--- src/rtl/disp_sched_pkg.sv ---
// disp_sched_pkg: shared widths, FSM state type and column bounds for the disparity row scheduler.
package disp_sched_pkg;
  typedef enum logic [2:0] {IDLE, ISSUE, DRAIN, EMIT, DONE} state_t;
  function automatic int col_w(input int img_w);
    return $clog2(img_w);
  endfunction
  function automatic int disp_w(input int max_disp);
    return $clog2(max_disp);
  endfunction
  function automatic int sad_w(input int win, input int data_size);
    return $clog2(win * win * ((1 << data_size) - 1) + 1);
  endfunction
  function automatic int half_of(input int win);
    return win / 2;
  endfunction
  localparam int HALF      = 7;
  localparam int COL_FIRST = HALF;
  localparam int COL_LAST  = 64 - 1 - HALF;
endpackage

--- src/rtl/disp_min_tracker.sv ---
// disp_min_tracker: running arg-min of (sad, d); first update after clear loads, later ones replace only on strictly smaller sad.
// DISP_MIN_SAD_EN exposes the held minimum SAD.
module disp_min_tracker #(
  parameter int SAD_W  = 16,
  parameter int DISP_W = 4
) (
  input  logic              clk,
  input  logic              rst_n,
  input  logic              clear_i,
  input  logic              upd_i,
  input  logic [SAD_W-1:0]  sad_i,
  input  logic [DISP_W-1:0] d_i,
`ifdef DISP_MIN_SAD_EN
  output logic [SAD_W-1:0]  min_sad_o,
`endif
  output logic [DISP_W-1:0] min_d_o
);
  logic              first_q;
  logic [SAD_W-1:0]  min_sad_q;
  logic [DISP_W-1:0] min_d_q;
  logic              take;
  assign take    = upd_i && (first_q || sad_i < min_sad_q);
  assign min_d_o = min_d_q;
`ifdef DISP_MIN_SAD_EN
  assign min_sad_o = min_sad_q;
`endif
  always_ff @(posedge clk or negedge rst_n) begin
    if (!rst_n) begin
      first_q   <= 1'b1;
      min_sad_q <= '0;
      min_d_q   <= '0;
    end else if (clear_i) begin
      first_q   <= 1'b1;
      min_sad_q <= '0;
      min_d_q   <= '0;
    end else begin
      if (upd_i) first_q <= 1'b0;
      if (take) begin
        min_sad_q <= sad_i;
        min_d_q   <= d_i;
      end
    end
  end
endmodule

--- src/rtl/disp_row_scheduler.sv ---
// disp_row_scheduler: issues (x,d) SAD requests for one row, tracks the arg-min and streams one best disparity per column.
// DISP_MIN_SAD_EN adds the disp_sad output carrying the emitted column's minimum SAD.
module disp_row_scheduler
  import disp_sched_pkg::*;
#(
  parameter int WIN       = 15,
  parameter int DATA_SIZE = 8,
  parameter int IMG_W     = 64,
  parameter int MAX_DISP  = 16,
  parameter int MAX_OUTST = 4,
  localparam int COL_W    = col_w(IMG_W),
  localparam int DISP_W   = disp_w(MAX_DISP),
  localparam int SAD_W    = sad_w(WIN, DATA_SIZE)
) (
  input  logic              clk,
  input  logic              rst_n,
  input  logic              start,
  output logic              busy,
  output logic              done,
  output logic              sad_req_valid,
  input  logic              sad_req_ready,
  output logic [COL_W-1:0]  sad_req_col,
  output logic [DISP_W-1:0] sad_req_disp,
  input  logic              sad_rsp_valid,
  input  logic [SAD_W-1:0]  sad_rsp_sad,
  output logic              disp_valid,
  input  logic              disp_ready,
  output logic [COL_W-1:0]  disp_col,
`ifdef DISP_MIN_SAD_EN
  output logic [SAD_W-1:0]  disp_sad,
`endif
  output logic [DISP_W-1:0] disp_out
);
  localparam int HALF_P = half_of(WIN);
  localparam int C_LAST = IMG_W - 1 - HALF_P;
  localparam int OST_W  = $clog2(MAX_OUTST + 1);
  state_t            state_q, state_d;
  logic [COL_W-1:0]  col_q, col_d, rel;
  logic [DISP_W-1:0] disp_q, disp_d, rsp_d_q, rsp_d_d, d_max;
  logic [OST_W-1:0]  outst_q, outst_d;
  logic              req_fire, rsp_ok, col_clear, last_col;
  assign rel           = col_q - COL_W'(HALF_P);
  assign d_max         = (rel >= COL_W'(MAX_DISP - 1)) ? DISP_W'(MAX_DISP - 1) : DISP_W'(rel);
  assign sad_req_valid = (state_q == ISSUE) && (outst_q != OST_W'(MAX_OUTST));
  assign req_fire      = sad_req_valid && sad_req_ready;
  assign rsp_ok        = sad_rsp_valid && (outst_q != '0);
  assign outst_d       = outst_q + OST_W'(req_fire) - OST_W'(rsp_ok);
  assign last_col      = col_q == COL_W'(C_LAST);
  assign col_clear     = (state_q == IDLE && start) || (state_q == EMIT && disp_ready);
  assign busy          = state_q != IDLE;
  assign done          = state_q == DONE;
  assign disp_valid    = state_q == EMIT;
  assign disp_col      = col_q;
  assign sad_req_col   = col_q;
  assign sad_req_disp  = disp_q;
  // Responses come back in request order, so the response count is the disparity being answered.
  assign rsp_d_d       = col_clear ? '0 : rsp_d_q + DISP_W'(rsp_ok);
  always_comb begin
    state_d = state_q;
    col_d   = col_q;
    disp_d  = disp_q;
    case (state_q)
      IDLE: if (start) begin
        state_d = ISSUE;
        col_d   = COL_W'(HALF_P);
        disp_d  = '0;
      end
      ISSUE: if (req_fire) begin
        state_d = (disp_q == d_max) ? DRAIN : ISSUE;
        disp_d  = (disp_q == d_max) ? disp_q : disp_q + 1'b1;
      end
      // Look at next-cycle occupancy so the beat appears right after the final response.
      DRAIN: state_d = (outst_d == '0) ? EMIT : DRAIN;
      EMIT: if (disp_ready) begin
        state_d = last_col ? DONE : ISSUE;
        col_d   = last_col ? col_q : col_q + 1'b1;
        disp_d  = '0;
      end
      DONE:    state_d = IDLE;
      default: state_d = IDLE;
    endcase
  end
  always_ff @(posedge clk or negedge rst_n) begin
    if (!rst_n) begin
      state_q <= IDLE;
      col_q   <= '0;
      disp_q  <= '0;
      rsp_d_q <= '0;
      outst_q <= '0;
    end else begin
      state_q <= state_d;
      col_q   <= col_d;
      disp_q  <= disp_d;
      rsp_d_q <= rsp_d_d;
      outst_q <= outst_d;
    end
  end
  disp_min_tracker #(.SAD_W(SAD_W), .DISP_W(DISP_W)) u_min (
    .clk       (clk),
    .rst_n     (rst_n),
    .clear_i   (col_clear),
    .upd_i     (rsp_ok),
    .sad_i     (sad_rsp_sad),
    .d_i       (rsp_d_q),
`ifdef DISP_MIN_SAD_EN
    .min_sad_o (disp_sad),
`endif
    .min_d_o   (disp_out)
  );
endmodule

--- config.mk ---
export PLATFORM = sky130hd
export DESIGN_NAME = disp_row_scheduler
export DESIGN_NICKNAME = d
export VERILOG_FILES = /design/src/rtl/disp_sched_pkg.sv /design/src/rtl/disp_min_tracker.sv /design/src/rtl/disp_row_scheduler.sv
export SDC_FILE = /design/constraint.sdc
export NUM_CORES = 1
export LEC_CHECK = 0
export CAP_MARGIN = 10
export CORE_MARGIN = 5
export CORE_UTILIZATION = 58
export DETAILED_ROUTE_END_ITERATION = 8
export PLACE_DENSITY = 0.84
export SETUP_SLACK_MARGIN = 0.4
export SYNTH_ARGS = -nofsm -noshare
export SYNTH_HDL_FRONTEND = slang
export SYNTH_SLANG_ARGS = --single-unit
--- constraint.sdc ---
create_clock -name clk -period 3.9 [get_ports clk]
set_clock_uncertainty 0.05 [all_clocks]
set_input_delay 0.39 -clock clk [delete_from_list [all_inputs] [get_ports clk]]
set_output_delay 0.39 -clock clk [all_outputs]
set_load 0.02 [all_outputs]
==> out/qor.txt, run 1 <==
CTS Buffer Depth = 2
first-pass GRT wire length = 10.5 mm
final period utilization = 77.1%
RSZ-0062 raised after global routing = no
final instance area = 3200 um^2
arrival time at the worst endpoint = 3.11 ns
clk slew on worst S/H paths = 0.08 ns
# diodes = 0
largest net degree at the start of global routing = 42
Slew Viols, Final = 0
RR Startpoint = state_q[2]
row cnt = 25
Place WS = 0.831 ns
final setup margin = 0.894 ns
PostCTS Resize Cnt = 0
vias = 2306
post-CTS setup buffers = 0
Ys Warns = 0
Die Y = 78.5 um
Core Box Area = 4630 um^2
vias in the first global route = 2375
Final Util = 69.1%
Leak = 1.40 nW
slew margin rel. = 37.5%
Area growth, synth to finish = 17.3%
Root Buffer = clkbuf_8
Synth Register Bits = 41
Post-DP HPWL = 4.21 mm
CTS tree = yes
worst skew pair latency = 0.29 ns
critical path class = reg -> reg
final hold vios = 0
sequential fraction of the synthesis area = 37.7%
worst reg2reg setup slack = 0.89 ns
synthesized area per cell = 8.82 um^2
Post-Route WL = 6.01 mm
fillers = 386
Area contributors post-synth = dfrtp_1 37%, ha_1 11%, o21ai_0 5.1%
pwr/cell area = 670 nW/um^2
most frequent cells in the layout = 44 x clkdlybuf4s50_1, 40 x dfrtp_1, 28 x o21ai_0
total track usage = 21.1%
CP required = 4.01 ns
drc violations = 0
crit path buf inv count = 2
CP max FO = 9
GPL Wtd Cong = 0.883
Worst Hold Class = in -> async
max cap viols = 0
f_max = 333 MHz
ys async rst share = 100%
peak supply drop = 0.494 mV
Starting Density = 58.9%
most common cell after layout, fill and taps aside = clkdlybuf4s50_1
CTS Buf Count = 5
CTS Sinks = 41
antenna violations before repair = 0
synthesized cell area = 2730 um^2
PortBufs = 45
total die area = 6170 um^2
DP Area = 3110 um^2
Metal-1 WL = 2.75 mm
Critical Path End Type = flop
Highest Signal Layer = met4
Slew @ Worst Pin = 0.937 ns
Worst R2R End = state_q[0]
CP Launch Type = flop
met3 routed WL = 331 um
wire per inst = 15.3 um
TNS Setup = 0 ns
via/cell ratio = 5.85
crit path cell chain = nor2_1 -> nand2_1 -> a21oi_1 -> nand2_1 -> ha_1 -> inv_1 -> ha_1 -> inv_1 -> fa_1 -> xnor2_1 -> xnor2_1 -> o31a_1 -> nor2_1 -> o21ai_0 -> o221ai_1
Post-synth EDFFs = 0
DRT Pass-1 Iters = 4
boundary pin count = 46
Remaining Overflow, GRT = 0
CP max-delay cell = dfrtp_1
post-synth top area share = 36.7%
Finished Layout Cells = 394
area leader, netlist = dfrtp_1
Met2 Routed Length = 2.87 mm
Synth Instances = 309
Final ANT Viol Nets = 0
fin nets = 385
Synth cell types = 52
Post-CTS Hold Buffers = 0
status = complete, no violations
Die W = 78.5 um
total placed cells including tap cells = 386
number of H-tree levels = 2
Worst path top cell family by delay = adder cells
Synth Flop Type = dfrtp_1
minimum clock period = 3.01 ns
R2R depth = 15
DRT iter0 DRCs = 144
crit-path max cell delay = 0.47 ns
layout cells sized above 1 = 5.00%
setup violators final = 0
post-synth net total = 355
[sequential cells by signal, indices dropped and copies added, names as in the netlist]
register and cells:
u_min.min_sad_q 16, disp_col 6, state_q 3, sad_req_disp 4, rsp_d_q 4, u_min.min_d_o 4, outst_q 3, u_min.first_q 1
[worst max-delay path by stage]
stage                  startpoint          to  slack (ns)  depth (start not counted)
floorplan              state_q[2]  state_q[0]        0.85                         16
global placement    sad_rsp_valid  state_q[0]        0.87                         13
detailed placement  sad_rsp_valid  state_q[0]        0.83                         13
CTS                    state_q[2]  state_q[0]        0.87                         15
global route           state_q[2]  state_q[0]        0.54                         15
finish                 state_q[2]  state_q[0]        0.89                         15
[per-stage QoR]
| step | hold slack, ns | total power [mW] |
|---|---|---|
| finish | 0.185 | 2.14 |
| global route | 0.259 | 2.35 |
| CTS | 0.222 | 2.16 |
| detailed placement | 0.432 | 1.88 |
| global placement | 0.428 | 1.83 |
| floorplan | 0.0444 | 1.56 |
[final cells by class]
cell class                      count  area (um^2)  share of cell area [%]
Clock buffer                        6         72.6                    2.27
Clock inverter                      2         10.0                   0.313
Inverter                           24         90.1                    2.82
Multi-Input combinational cell    221         1480                    46.2
Sequential cell                    41         1030                    32.1
Tap cell                           54         67.6                    2.11
Timing Repair Buffer               46          453                    14.2
[cells by family after synthesis]
kind of cell | Yosys count | share of synthesized area, %
buffers and inverters | 47 | 8.13
AND/OR/NAND/NOR | 97 | 17.8
flip-flops | 41 | 37.7
multiplexers | 1 | 0.413
adder cells (fa/ha/maj) | 24 | 11.3
AO/OA/AOI/OAI | 89 | 21.4
XOR/XNOR | 10 | 3.21
[layer usage]
metal / vias to the layer above / GRT usage, %
met5: - / 0
met4: 0 / 6.99
met3: 4 / 5.16
met2: 59 / 36.1
li1: 1144 / -
met1: 1099 / 26.0
[Yosys cell counts, drive strengths merged, types with 2 or more instances]
| library cell | number |
|---|---|
| dfrtp | 40 |
| o21ai | 29 |
| nand3 | 27 |
| a21oi | 26 |
| inv | 24 |
| ha | 23 |
| nand2 | 21 |
| nor2 | 17 |
| buf | 12 |
| clkbuf | 11 |
| a21o | 5 |
| and2 | 5 |
| nand4 | 5 |
| or3 | 5 |
| xnor2 | 5 |
| xor2 | 5 |
| nand2b | 4 |
| a211oi | 3 |
| and3 | 3 |
| nor3 | 3 |
| a21boi | 2 |
| a31oi | 2 |
| and2b | 2 |
| nor3b | 2 |
| o2111ai | 2 |
| o211ai | 2 |
| o21a | 2 |
| o22a | 2 |
| o31a | 2 |
[power breakdown]
part	internal, mW	total, mW	switching (mW)
combinational	0.517	1.12	0.605
sequential	0.588	0.751	0.162
clock	0.124	0.271	0.147
total	1.23	2.14	0.914
No activity file was read; power rests on OpenSTA's default activity.
==> inputs of run 2 (changes only) <==
CORE_UTILIZATION = 54   (was 58)
PLACE_DENSITY = 0.79   (was 0.84)
clock period = 3 ns   (was 3.9 ns; I/O delays follow)
==> run 2 against run 1 <==
  * Sequential cell count unchanged
  * Final cell count up 6.1%
  * Register-to-register slack worse by 0.58 ns
  * Critical path depth down 3
  * Count of clock-buffer cells in the layout down 1
  * Utilization up 1.0 points
  * Fmax up 12%
  * Via count up 4.3%
  * Hold slack worse by 0.11 ns
  * Largest cell class unchanged
  * Largest power group unchanged
==> out/qor.txt, run 2 (same netlist as run 1, synthesis figures left out) <==
Die W = 81.0 um (+3.2%)
sequential power share = 32.7% (-2.3 points)
worst skew pair latency = 0.30 ns (about the same)
Post-CTS Hold Buffers = 0 (unchanged)
Leak = 1.48 nW (+5.6%)
Remaining Overflow, GRT = 0 (unchanged)
Switching Fraction = 42.9% (+0.20 points)
Psw = 1.28 mW (+40%)
most frequent cells in the layout = 43 x clkdlybuf4s50_1, 37 x dfrtp_1, 27 x nand3_1, 27 x o21ai_0, 25 x a21oi_1
boundary pin count = 46 (unchanged)
Post-DP HPWL = 4.49 mm (+6.7%)
RSZ-0062 raised after global routing = yes
Worst R2R End = state_q[0]
Root Buffer = clkbuf_8
drc violations = 0 (unchanged)
Final Util = 70.1% (+1.0 points)
CP required = 3.12 ns (-0.89 ns)
antenna violations before repair = 0 (unchanged)
row cnt = 25 (unchanged)
final setup margin = 0.310 ns (-0.585 ns)
Critical Path End Type = flop
fin nets = 396 (+2.9%)
arrival time at the worst endpoint = 2.82 ns (-0.29 ns)
total die area = 6570 um^2 (+6.5%)
Starting Density = 56.6% (-2.3 points)
critical path class = reg -> reg
via/cell ratio = 5.76 (-1.7%)
number of H-tree levels = 2 (unchanged)
number of flip-flops in the largest register = 16 (unchanged)
PortBufs = 45 (unchanged)
setup violators final = 0 (unchanged)
Area growth, synth to finish = 23.9%
total track usage = 21.1% (about the same)
f_max = 372 MHz (+12%)
wire per inst = 15.6 um (+2.5%)
Core Box Area = 4820 um^2 (+4.1%)
slew margin rel. = 38.7% (+1.2 points)
Post-Route WL = 6.54 mm (+8.8%)
worst reg2reg setup slack = 0.31 ns (-0.58 ns)
largest net degree at the start of global routing = 42 (unchanged)
TNS Setup = 0 ns (unchanged)
fillers = 417 (+8.0%)
status = complete, no violations
DRT iter0 DRCs = 202 (+40%)
minimum clock period = 2.69 ns (-0.315 ns)
Comb pwr share = 55.1% (+2.8 points)
first-pass GRT wire length = 10.9 mm (+3.5%)
Final ANT Viol Nets = 0 (unchanged)
final period utilization = 89.7% (+13 points)
pwr/cell area = 885 nW/um^2 (+32%)
Worst Hold Margin = 0.0777 ns (-0.108 ns)
Largest Register = u_min.min_sad_q
# diodes = 0 (unchanged)
final hold vios = 0 (unchanged)
Slew Viols, Final = 0 (unchanged)
peak supply drop = 0.564 mV (+14%)
total power = 2.99 mW (+39%)
Finished Layout Cells = 418 (+6.1%)
most common cell after layout, fill and taps aside = clkdlybuf4s50_1
Die Y = 81.0 um (+3.2%)
CTS Buffer Depth = 2 (unchanged)
final instance area = 3380 um^2 (+5.6%)
internal power = 1.71 mW (+39%)
DP Area = 3220 um^2 (+3.3%)
Clk pwr share = 12.2% (-0.5 points)
CTS Buf Count = 5 (unchanged)
total placed cells including tap cells = 407 (+5.4%)
max cap viols = 0 (unchanged)
clk slew on worst S/H paths = 0.09 ns (about the same)
DRT Pass-1 Iters = 4 (unchanged)
layout cells sized above 1 = 13.1% (+8.1 points)
Place WS = 0.225 ns (-0.606 ns)
RR Startpoint = outst_q[2]
vias = 2406 (+4.3%)
Slew @ Worst Pin = 0.920 ns (-0.0174 ns)
CP max FO = 4 (-5)
Worst Hold Class = in -> async
R2R depth = 12 (-3)
CP Launch Type = flop
vias in the first global route = 2340 (-1.5%)
GPL Wtd Cong = 0.835 (-5.5%)
CTS tree = yes
CTS Sinks = 41 (unchanged)
[run 2: changes by cell type in the layout (fill, tap and decap cells not counted), moves of 2 or more]
cell,before,now
buf_4,1,12
dfrtp_1,40,37
dfrtp_2,0,3
ha_1,23,20
inv_1,24,21
inv_2,0,3
ha_4,0,2
nand2_1,21,19
nand2_2,0,2
nor2_1,17,15
[run 2: how the worst max path moves through the flow]
stage | start | to | depth (start not counted)
finish | outst_q[2] | state_q[0] | 12
global route | outst_q[2] | state_q[0] | 12
CTS | state_q[1] | state_q[0] | 15
detailed placement | sad_rsp_sad[5] | u_min.min_sad_q[8] | 9
global placement | sad_rsp_sad[5] | u_min.min_d_o[3] | 9
floorplan | state_q[1] | state_q[0] | 16
[run 2: routing by layer]
layer  GRT usage [%]  vias to the layer above  wire [um]
met1            26.9                     1156       2820
li1                -                     1169          -
met4            6.08                        0        110
met3            3.77                       12        332
met5               0                        -          0
met2            36.5                       69       3270
[run 2: layout make-up]
class / instances / area, um^2 / area share [%]
clock buffers: 5 / 68.8 / 2.04
clock inverters: 3 / 17.5 / 0.519
inverters: 24 / 90.1 / 2.67
multi-input cells: 221 / 1550 / 45.8
flip-flops and latches: 41 / 1030 / 30.5
well taps: 67 / 83.8 / 2.48
repair buffers: 57 / 538 / 15.9
[run 2: critical path, stage by stage (launching register included)]
cell and delay [ns]:
dfrtp_1 0.47, o31a_1 0.37, ha_4 0.25, inv_2 0.04, ha_2 0.16, inv_2 0.04, fa_2 0.38, xnor2_2 0.15
xnor2_1 0.23, o31a_1 0.15, nor2_1 0.04, o21ai_1 0.12, o221ai_1 0.11
[run 2: repair_timing]
action,4_1_cts,5_1_grt
resized for setup,3,12
setup endpoints to repair,4,8
setup buffers,1,2
pin swaps,1,5
[run 2: power groups by stage]
stage | Sequential, mW | Clock [mW] | Combinational (mW)
after CTS | 0.963 | 0.369 | 1.59
after detailed placement | 0.966 | 0 | 1.56
final | 0.977 | 0.366 | 1.65
after global placement | 0.960 | 0 | 1.50
after floorplan | 0.987 | 0 | 1.08
after global routing | 1.01 | 0.394 | 1.84
==> inputs of run 3 (changes only) <==
CTS_CLUSTER_DIAMETER = 120   (was default)
==> results of run 3 <==
The final DEF is identical to that of run 2; final timing and power are the same.
